$ cat config.mk
export PLATFORM = sky130hd
export DESIGN_NAME = keypad_entry
export DESIGN_NICKNAME = d
export VERILOG_FILES = /design/src/rtl/keypad_entry.sv
export SDC_FILE = /design/constraint.sdc
export NUM_CORES = 1
export LEC_CHECK = 0
export CORE_MARGIN = 5
export CORE_UTILIZATION = 55
export DETAILED_ROUTE_END_ITERATION = 6
export DONT_BUFFER_PORTS = 1
export PLACE_DENSITY = 0.7
export REMOVE_ABC_BUFFERS = 1
export SLEW_MARGIN = 20
export SYNTH_ARGS = -nofsm -noshare
export SYNTH_HDL_FRONTEND = slang
export SYNTH_SLANG_ARGS = --single-unit
$ cat constraint.sdc
create_clock -name clk -period 10.4 [get_ports clk]
set_input_delay 1.04 -clock clk [delete_from_list [all_inputs] [get_ports clk]]
set_output_delay 1.04 -clock clk [all_outputs]
set_load 0.02 [all_outputs]
$ cat src/rtl/keypad_entry.sv
// 4x4 matrix keypad scanner with frame-level debounce and two-digit decimal entry.
// Rows are strobed continuously. Each complete frame is classified, debounced, and fed to the digit accumulator.
module keypad_entry #(
  parameter int SCAN_DIV = 50000,
  parameter int DEBOUNCE = 5
) (
  input  logic       clk,
  input  logic       rst,
  output logic [3:0] key_row,
  input  logic [3:0] key_col,
  output logic [3:0] key_code,
  output logic       key_strobe,
  output logic [1:0] digit_cnt,
  output logic [6:0] value,
  output logic       value_valid
);

  localparam int DIV_W = (SCAN_DIV > 1) ? $clog2(SCAN_DIV) : 1;
  localparam int CNT_W = $clog2(DEBOUNCE + 1);
  localparam logic [DIV_W-1:0] DIV_LAST = DIV_W'(SCAN_DIV - 1);
  localparam logic [CNT_W-1:0] CNT_DONE = CNT_W'(DEBOUNCE);
  localparam logic [CNT_W-1:0] CNT_ONE  = CNT_W'(1);

  typedef enum logic [1:0] {IDLE, PRESS_WAIT, HELD, REL_WAIT} state_t;

  function automatic logic [3:0] keymap(input logic [1:0] row, input logic [1:0] col);
    case ({row, col})
      4'h0: keymap = 4'd1;   4'h1: keymap = 4'd2;   4'h2: keymap = 4'd3;   4'h3: keymap = 4'd10;
      4'h4: keymap = 4'd4;   4'h5: keymap = 4'd5;   4'h6: keymap = 4'd6;   4'h7: keymap = 4'd11;
      4'h8: keymap = 4'd7;   4'h9: keymap = 4'd8;   4'hA: keymap = 4'd9;   4'hB: keymap = 4'd12;
      4'hC: keymap = 4'd14;  4'hD: keymap = 4'd0;   4'hE: keymap = 4'd15;  default: keymap = 4'd13;
    endcase
  endfunction

  logic [DIV_W-1:0] r_div;
  logic [1:0]       r_row;
  logic [1:0]       r_acc_n;
  logic [3:0]       r_acc_code;
  state_t           r_state;
  logic [CNT_W-1:0] r_cnt;
  logic [3:0]       r_cand;
  logic [3:0]       r_code;
  logic             r_strobe;
  logic [1:0]       r_digits;
  logic [6:0]       r_entry;
  logic [6:0]       r_value;
  logic             r_valid;

  logic             w_sample;
  logic             w_frame_end;
  logic [3:0]       w_low;
  logic [2:0]       w_row_n;
  logic [2:0]       w_sum;
  logic [1:0]       w_col;
  logic [1:0]       w_tot_n;
  logic [3:0]       w_tot_code;
  logic             w_single;
  logic [CNT_W-1:0] w_cnt_inc;
  state_t           w_state_nxt;
  logic [CNT_W-1:0] w_cnt_nxt;
  logic [3:0]       w_cand_nxt;
  logic             w_accept;
  logic [6:0]       w_entry_mac;

  assign w_sample    = (r_div == DIV_LAST);
  assign w_frame_end = w_sample && (r_row == 2'd3);
  assign w_low       = ~key_col;
  assign w_row_n     = 3'(w_low[0]) + 3'(w_low[1]) + 3'(w_low[2]) + 3'(w_low[3]);
  assign w_sum       = {1'b0, r_acc_n} + w_row_n;
  assign w_tot_n     = (w_sum >= 3'd2) ? 2'd2 : w_sum[1:0];
  assign w_tot_code  = (w_row_n == 3'd1) ? keymap(r_row, w_col) : r_acc_code;
  assign w_single    = (w_tot_n == 2'd1);
  assign w_cnt_inc   = r_cnt + CNT_ONE;
  assign w_entry_mac = (r_entry * 7'd10) + {3'b000, r_code};

  always_comb begin
    w_col = 2'd0;
    if (w_low[0])      w_col = 2'd0;
    else if (w_low[1]) w_col = 2'd1;
    else if (w_low[2]) w_col = 2'd2;
    else if (w_low[3]) w_col = 2'd3;
  end

  // Scan: row divider plus per-frame low-column tally (saturating at 2 = multi)
  always_ff @(posedge clk) begin
    if (rst) begin
      r_div      <= '0;
      r_row      <= 2'd0;
      r_acc_n    <= 2'd0;
      r_acc_code <= 4'd0;
    end else if (w_sample) begin
      r_div <= '0;
      r_row <= r_row + 2'd1;
      if (w_frame_end) begin
        r_acc_n    <= 2'd0;
        r_acc_code <= 4'd0;
      end else begin
        r_acc_n    <= w_tot_n;
        r_acc_code <= w_tot_code;
      end
    end else begin
      r_div <= r_div + DIV_W'(1);
    end
  end

  assign key_row = ~(4'b0001 << r_row);

  always_comb begin
    w_state_nxt = r_state;
    w_cnt_nxt   = r_cnt;
    w_cand_nxt  = r_cand;
    w_accept    = 1'b0;
    if (w_frame_end) begin
      case (r_state)
        IDLE: if (w_single) begin
          w_cand_nxt = w_tot_code;
          if (CNT_ONE == CNT_DONE) begin
            w_state_nxt = HELD;
            w_cnt_nxt   = '0;
            w_accept    = 1'b1;
          end else begin
            w_state_nxt = PRESS_WAIT;
            w_cnt_nxt   = CNT_ONE;
          end
        end
        PRESS_WAIT: if (w_single && (w_tot_code == r_cand)) begin
          if (w_cnt_inc == CNT_DONE) begin
            w_state_nxt = HELD;
            w_cnt_nxt   = '0;
            w_accept    = 1'b1;
          end else begin
            w_cnt_nxt = w_cnt_inc;
          end
        end else begin
          w_state_nxt = IDLE;
          w_cnt_nxt   = '0;
        end
        HELD: if (!w_single) begin
          w_state_nxt = (CNT_ONE == CNT_DONE) ? IDLE : REL_WAIT;
          w_cnt_nxt   = (CNT_ONE == CNT_DONE) ? '0 : CNT_ONE;
        end
        REL_WAIT: if (w_single) begin
          w_state_nxt = HELD;
          w_cnt_nxt   = '0;
        end else if (w_cnt_inc == CNT_DONE) begin
          w_state_nxt = IDLE;
          w_cnt_nxt   = '0;
        end else begin
          w_cnt_nxt = w_cnt_inc;
        end
        default: begin
          w_state_nxt = IDLE;
          w_cnt_nxt   = '0;
        end
      endcase
    end
  end

  always_ff @(posedge clk) begin
    if (rst) begin
      r_state  <= IDLE;
      r_cnt    <= '0;
      r_cand   <= 4'd0;
      r_code   <= 4'd0;
      r_strobe <= 1'b0;
    end else begin
      r_state  <= w_state_nxt;
      r_cnt    <= w_cnt_nxt;
      r_cand   <= w_cand_nxt;
      r_strobe <= w_accept;
      if (w_accept) r_code <= w_cand_nxt;
    end
  end

  // Entry: acts on the strobe cycle; only digits 0-9 accumulate, at most two of them
  always_ff @(posedge clk) begin
    if (rst) begin
      r_digits <= 2'd0;
      r_entry  <= 7'd0;
      r_value  <= 7'd0;
      r_valid  <= 1'b0;
    end else begin
      r_valid <= 1'b0;
      if (r_strobe) begin
        if (r_code <= 4'd9) begin
          if (r_digits != 2'd2) begin
            r_entry  <= w_entry_mac;
            r_digits <= r_digits + 2'd1;
          end
        end else if (r_code == 4'd14) begin
          r_entry  <= 7'd0;
          r_digits <= 2'd0;
        end else if ((r_code == 4'd15) && (r_digits != 2'd0)) begin
          r_value  <= r_entry;
          r_valid  <= 1'b1;
          r_entry  <= 7'd0;
          r_digits <= 2'd0;
        end
      end
    end
  end

  assign key_code    = r_code;
  assign key_strobe  = r_strobe;
  assign digit_cnt   = r_digits;
  assign value       = r_value;
  assign value_valid = r_valid;

endmodule

# Word level (Yosys, flattened, before mapping)
# Memories as Yosys holds them, arrays and structs flattened.
# Index checks and enable logic that the tools add are counted.
[op_classes]
n_mul = 1
order_cmp = 2
n_addsub = 9
mux = 37
bitwise_logic = 5
n_shift = 1
reduce_logical = 12
n_eq_ne = 17
[op_table]
columns = ["op", "count"]
rows = [
  ["$mux W2", 16],
  ["$mux W7", 4],
  ["$mux W4", 5],
  ["$add A16 B1 Y16 const B", 1],
  ["$eq A16 B16 Y1 const B", 1],
  ["$mux W3", 5],
  ["$pmux W3 S4", 1],
  ["$eq A4 B4 Y1 const B", 2],
  ["$not A4 Y4", 2],
  ["$pmux W2 S4", 1],
  ["$add A7 B4 Y7", 1],
  ["$mul A7 B3 Y6 const B", 1],
  ["$eq A2 B2 Y1 const B", 3],
  ["$ne A2 B2 Y1 const B", 3],
  ["$ne A3 B3 Y1 const B", 2],
  ["$reduce_and A3 Y1", 2],
  ["$mux W1", 5],
  ["$reduce_and A5 Y1", 1],
  ["$add A2 B1 Y2 const B", 2],
  ["$eq A2 B1 Y1 const B", 2],
  ["$eq A4 B4 Y1", 1],
  ["$le A4 B4 Y1 const B", 1],
  ["$reduce_and A4 Y1", 1],
  ["$reduce_or A4 Y1", 1],
  ["16 further kinds", 20],
]
[word_totals]
register_bits = 55
memories = 1
rom_bits = 64
word_cells = 98
output_inout_bits = 19
[mem_list]
columns = ["memory", "words", "word_bits", "rd", "rd_ports_with_merged_regs", "write_ports", "line", "rtl"]
rows = [
  ["(name not given)", 16, 4, 1, 0, 0, "27", "case ({row, col})"],
]

# Longest topological paths before layout
[logic_depth]
word_depth = 12
mapped_depth = 11
ltp_nobuf = 11

# Worst setup path after synthesis
# No wires, ideal clock.
[synth_timing]
kind = "input to register"
start = "input key_col[0]"
end = "register r_code[0], in the netlist key_code[0]"
n_path_buf = 1
setup_time_ns = 0.121
path_slack_ns = 6.266
cell_stages = 11
t_arrival_ns = 4.014
cell_sequence = "inv_1 > fa_1 > ha_1 > ha_1 > or3b_2 > clkbuf_1 > a211oi_1 > mux2i_1 > nand3_1 > and4bb_1 > mux2_2"
[synth_via]
elab_chain_len = 12
word_cells_on_any_way = 20
classes_between = "add/sub (4); order compare (1); eq/ne (3); mux (9); bitwise (1); reduce/logical (1); memory (1)"
[synth_lines]
columns = ["element", "line", "rtl"]
rows = [
  ["start, declared", "10", "input logic [3:0] key_col,"],
  ["$not A4 Y4 (*)", "67", "assign w_low = ~key_col;"],
  ["$add A1 B1 Y2", "68", "assign w_row_n = 3'(w_low[0]) + 3'(w_low[1]) + 3'(w_low[2]) + 3'(w_low[3]);"],
  ["$add A2 B1 Y3", "68", ""],
  ["$add A3 B1 Y3", "68", ""],
  ["$add A2 B3 Y3", "69", "assign w_sum = {1'b0, r_acc_n} + w_row_n;"],
  ["$ge A3 B2 Y1", "70", "assign w_tot_n = (w_sum >= 3'd2) ? 2'd2 : w_sum[1:0];"],
  ["$mux W2", "70", ""],
  ["$eq A2 B1 Y1", "72", "assign w_single = (w_tot_n == 2'd1);"],
  ["$logic_and A1 B1 Y1", "126", "PRESS_WAIT: if (w_single && (w_tot_code == r_cand)) begin"],
  ["$mux W1", "126", ""],
  ["$mux W1", "114", "case (r_state)"],
  ["$mux W1", "113", "if (w_frame_end) begin"],
  ["end signal, assigned", "171", "if (w_accept) r_code <= w_cand_nxt;"],
  ["end, declared", "42", "logic [3:0] r_code;"],
]
# Every way passes the cells marked *; elsewhere a longest branch is shown, timed or not.
# A chain may end at the register's enable or synchronous reset.

# Worst setup path after layout
[layout_timing]
start = "input key_col[0]"
end = "register r_code[2], in the netlist key_code[2]"
# The elaborated chain is that of the path after synthesis.

==> results.sh <==
export IMPL_path_cells="inv_1, fa_1, ha_1, ha_1, fa_1, xnor2_1, nand3_1, nor4b_1, nand3_1, and4bb_1, mux2_2"
export IMPL_synth_edff_count=0
export IMPL_grtUsageTotal_pct=17.6
export IMPL_cts_buffers=5
export IMPL_max_stage_delay_ns=0.50
export IMPL_cp_arrival_ns=4.31
export IMPL_n_antenna_cell=0
export IMPL_worst_path_buf_inv=1
export IMPL_synthFlopType="dfxtp_1"
export IMPL_tritoncts="done"
export IMPL_drtIter0Drc=111
export IMPL_hold_class="reg2reg"
export IMPL_antenna_found_initial=0
export IMPL_hold_buffers=0
export IMPL_core_area_um2=5570
export IMPL_die_w_um=86.0
export IMPL_dieArea_um2=7390
export IMPL_place_hpwl_mm=4.53
export IMPL_finalHoldViolations=0
export IMPL_routed_wl_mm=6.10
export IMPL_yosysSeqAreaShare_pct=34.7
export IMPL_tns_ns=0
export IMPL_vias=2425
export IMPL_gp_congestion=0.833
export IMPL_grt_pass1_wl_mm=10.6
export IMPL_p_leak_nw=1.24
export IMPL_grt_max_degree=47
export IMPL_avgSynthCellArea_um2=8.56
export IMPL_drive_gt1_share_pct=5.18
export IMPL_rows=27
export IMPL_fin_nets=400
export IMPL_setup_ws_ns=6.30
export IMPL_cts_root_buf="clkbuf_8"
export IMPL_wl_per_cell_um=13.9
export IMPL_status="finished clean"
export IMPL_critPathCaptureType="flop"
export IMPL_cp_slowest_cell="fa_1"
export IMPL_cts_path_max_buffers=2
export IMPL_start_util_pct=57.0
export IMPL_startpoint_type="input port"
export IMPL_worst_slew_pin_slew_ns=1.02
export IMPL_synth_area_um2=3180
export IMPL_slew_violations=0
export IMPL_period_needed_ns=4.10
export IMPL_vdd_drop_max_mv=0.110
export IMPL_skew_ns=0.00830
export IMPL_fmax_mhz=244
export IMPL_cts_resized=0
export IMPL_yosysWarnings=0
export IMPL_io_pins=25
export IMPL_async_reset_ff_share_pct=0
export IMPL_antenna_left=0
export IMPL_setup_violations=0
export IMPL_place_area_um2=3220
export IMPL_stdcell_area_um2=3340
export IMPL_finalCritPeriodShare_pct=39.5
export IMPL_drt_pass1_iter_count=4
export IMPL_synthToLayoutAreaGrowth_pct=5.04
export IMPL_post_cts_setup_buffers=0
export IMPL_slew_limit_headroom_pct=31.7
export IMPL_max_cap_violations=0
export IMPL_rsz0062_at_grt="false"
export IMPL_pwr_density_cell_nw_per_um2=115
export IMPL_crit_type="in2reg"
export IMPL_synthCells=371
export IMPL_clock_latency_ns=0.31
export IMPL_crit_fanout=6
export IMPL_viasPerCell=5.52
export IMPL_fillers=523
export IMPL_portBuffers=0
export IMPL_critical_path_top_delay_family="adder cells"
export IMPL_pre_cts_ws_ns=5.97
export IMPL_grt_remaining_overflow=0
export IMPL_die_y_um=86.0
export IMPL_drc_errors=0
export IMPL_cts_htree_levels=2
export IMPL_register_area_um2=1100
export IMPL_cp_required_ns=10.60
export IMPL_synth_distinct_cells=54
export IMPL_grt_pass1_vias=2348
export IMPL_numClockSinks=55
export IMPL_ys_ff_latch=55
export IMPL_clkTransAtPathRegs_ns=0.10
export IMPL_multi_input_area_um2=1930
synthesized netlist by cell type, types with 2 or more instances:
cell type / count / share of area [%]
dfxtp_1: 55 / 35
nor2b_1: 7 / 1.4
nor3b_1: 3 / 0.71
fa_1: 4 / 2.5
nor4_4: 2 / 1.3
nor4_1: 3 / 0.59
nand3_1: 10 / 1.6
nand3b_1: 4 / 0.95
mux2i_1: 13 / 4.1
nor3_1: 11 / 1.7
nand4_1: 7 / 1.4
a21o_1: 2 / 0.47
nand2_1: 22 / 2.6
ha_1: 24 / 9.5
xor2_1: 8 / 2.2
inv_1: 25 / 3.0
nor2_1: 56 / 6.6
a21oi_1: 24 / 3.8
a211oi_1: 2 / 0.47
clkbuf_1: 12 / 1.4
and2_1: 4 / 0.79
a311oi_1: 2 / 0.55
or4b_4: 2 / 0.87
or3_1: 4 / 0.79
a22oi_1: 2 / 0.47
xnor2_1: 16 / 4.4
mux2_2: 3 / 1.1
and3_1: 4 / 0.79
nand2b_1: 5 / 0.99
o21ai_0: 10 / 1.6
a31oi_1: 2 / 0.39
placed cells by master, fill, tap and decap left out, drive strengths merged, types with 2 or more instances in the layout:
cell    instances
a211oi          2
a21o            2
a21oi          24
a22oi           2
a311oi          3
a31oi           2
and2            4
and3            4
clkbuf          6
dfxtp          55
fa              4
ha             24
inv            26
mux2            4
mux2i          13
nand2          22
nand2b          5
nand3          10
nand3b          4
nand4           7
nor2           56
nor2b           7
nor3           11
nor3b           3
nor4            5
o21ai          11
or3             4
or4b            2
xnor2          16
xor2            8
worst register-to-register path, cell delays in order, from the launching register on:
cell,delay [ns]
dfxtp_1,0.33
ha_1,0.21
fa_1,0.37
xnor2_1,0.21
nand3_1,0.27
nor4b_1,0.44
nand3_1,0.11
and4bb_1,0.40
mux2_2,0.36
layer usage:
metal	global-route usage (%)	wire (um)
met2	28.0	2790
met1	23.1	3000
met5	0	0
met4	4.89	65
met3	5.09	249
through the flow:
stage	hold slack [ns]	util [%]	instances	power [mW]
after floorplan	0.430	-	358	0.242
after global placement	0.444	57.8	431	0.248
after detailed placement	0.451	57.8	431	0.248
after CTS	0.476	59.8	439	0.392
after global routing	0.510	59.8	439	0.405
final	0.471	59.8	439	0.385
final timing paths:
kind         startpoint           to  slack (ns)  cells past startpoint
max reg2reg  r_acc_n[0]  key_code[2]        7.60                      8
min            r_div[0]     r_div[0]        0.47                      1
min reg2reg    r_div[0]     r_div[0]        0.47                      1
max          key_col[0]  key_code[2]        6.30                     11
report_power, final:
part           total (mW)  switching (mW)  internal (mW)
Combinational      0.0312          0.0194         0.0118
Sequential          0.212         0.00100          0.211
Clock               0.142          0.0688         0.0728
flip-flops by register name, indices dropped and copies added, names as in the netlist:
| signal | cells |
|---|---|
| digit_cnt | 2 |
| key_code | 4 |
| key_strobe | 1 |
| r_acc_code | 4 |
| r_acc_n | 2 |
| r_cand | 4 |
| r_cnt | 3 |
| r_div | 16 |
| r_entry | 7 |
| r_row | 2 |
| r_state | 2 |
| value | 7 |
| value_valid | 1 |
kinds of logic (layout without fill, tap and decap cells):
logic type,count (synthesis),after routing,synth area share (%)
adder cells (fa/ha/maj),28,28,12.0
multiplexers,17,17,5.52
flip-flops,55,55,34.7
buffers and inverters,38,34,4.49
AO/OA/AOI/OAI,58,58,11.6
XOR/XNOR,24,24,6.62
AND/OR/NAND/NOR,151,151,25.1
layout make-up:
cell class	count	share of cell area [%]
Multi-Input combinational cell	278	57.9
Sequential cell	55	33.0
Inverter	25	2.81
Tap cell	72	2.70
Clock buffer	6	2.18
Clock inverter	2	1.16
Timing Repair Buffer	1	0.225
No activity file was read; power rests on OpenSTA's default activity.
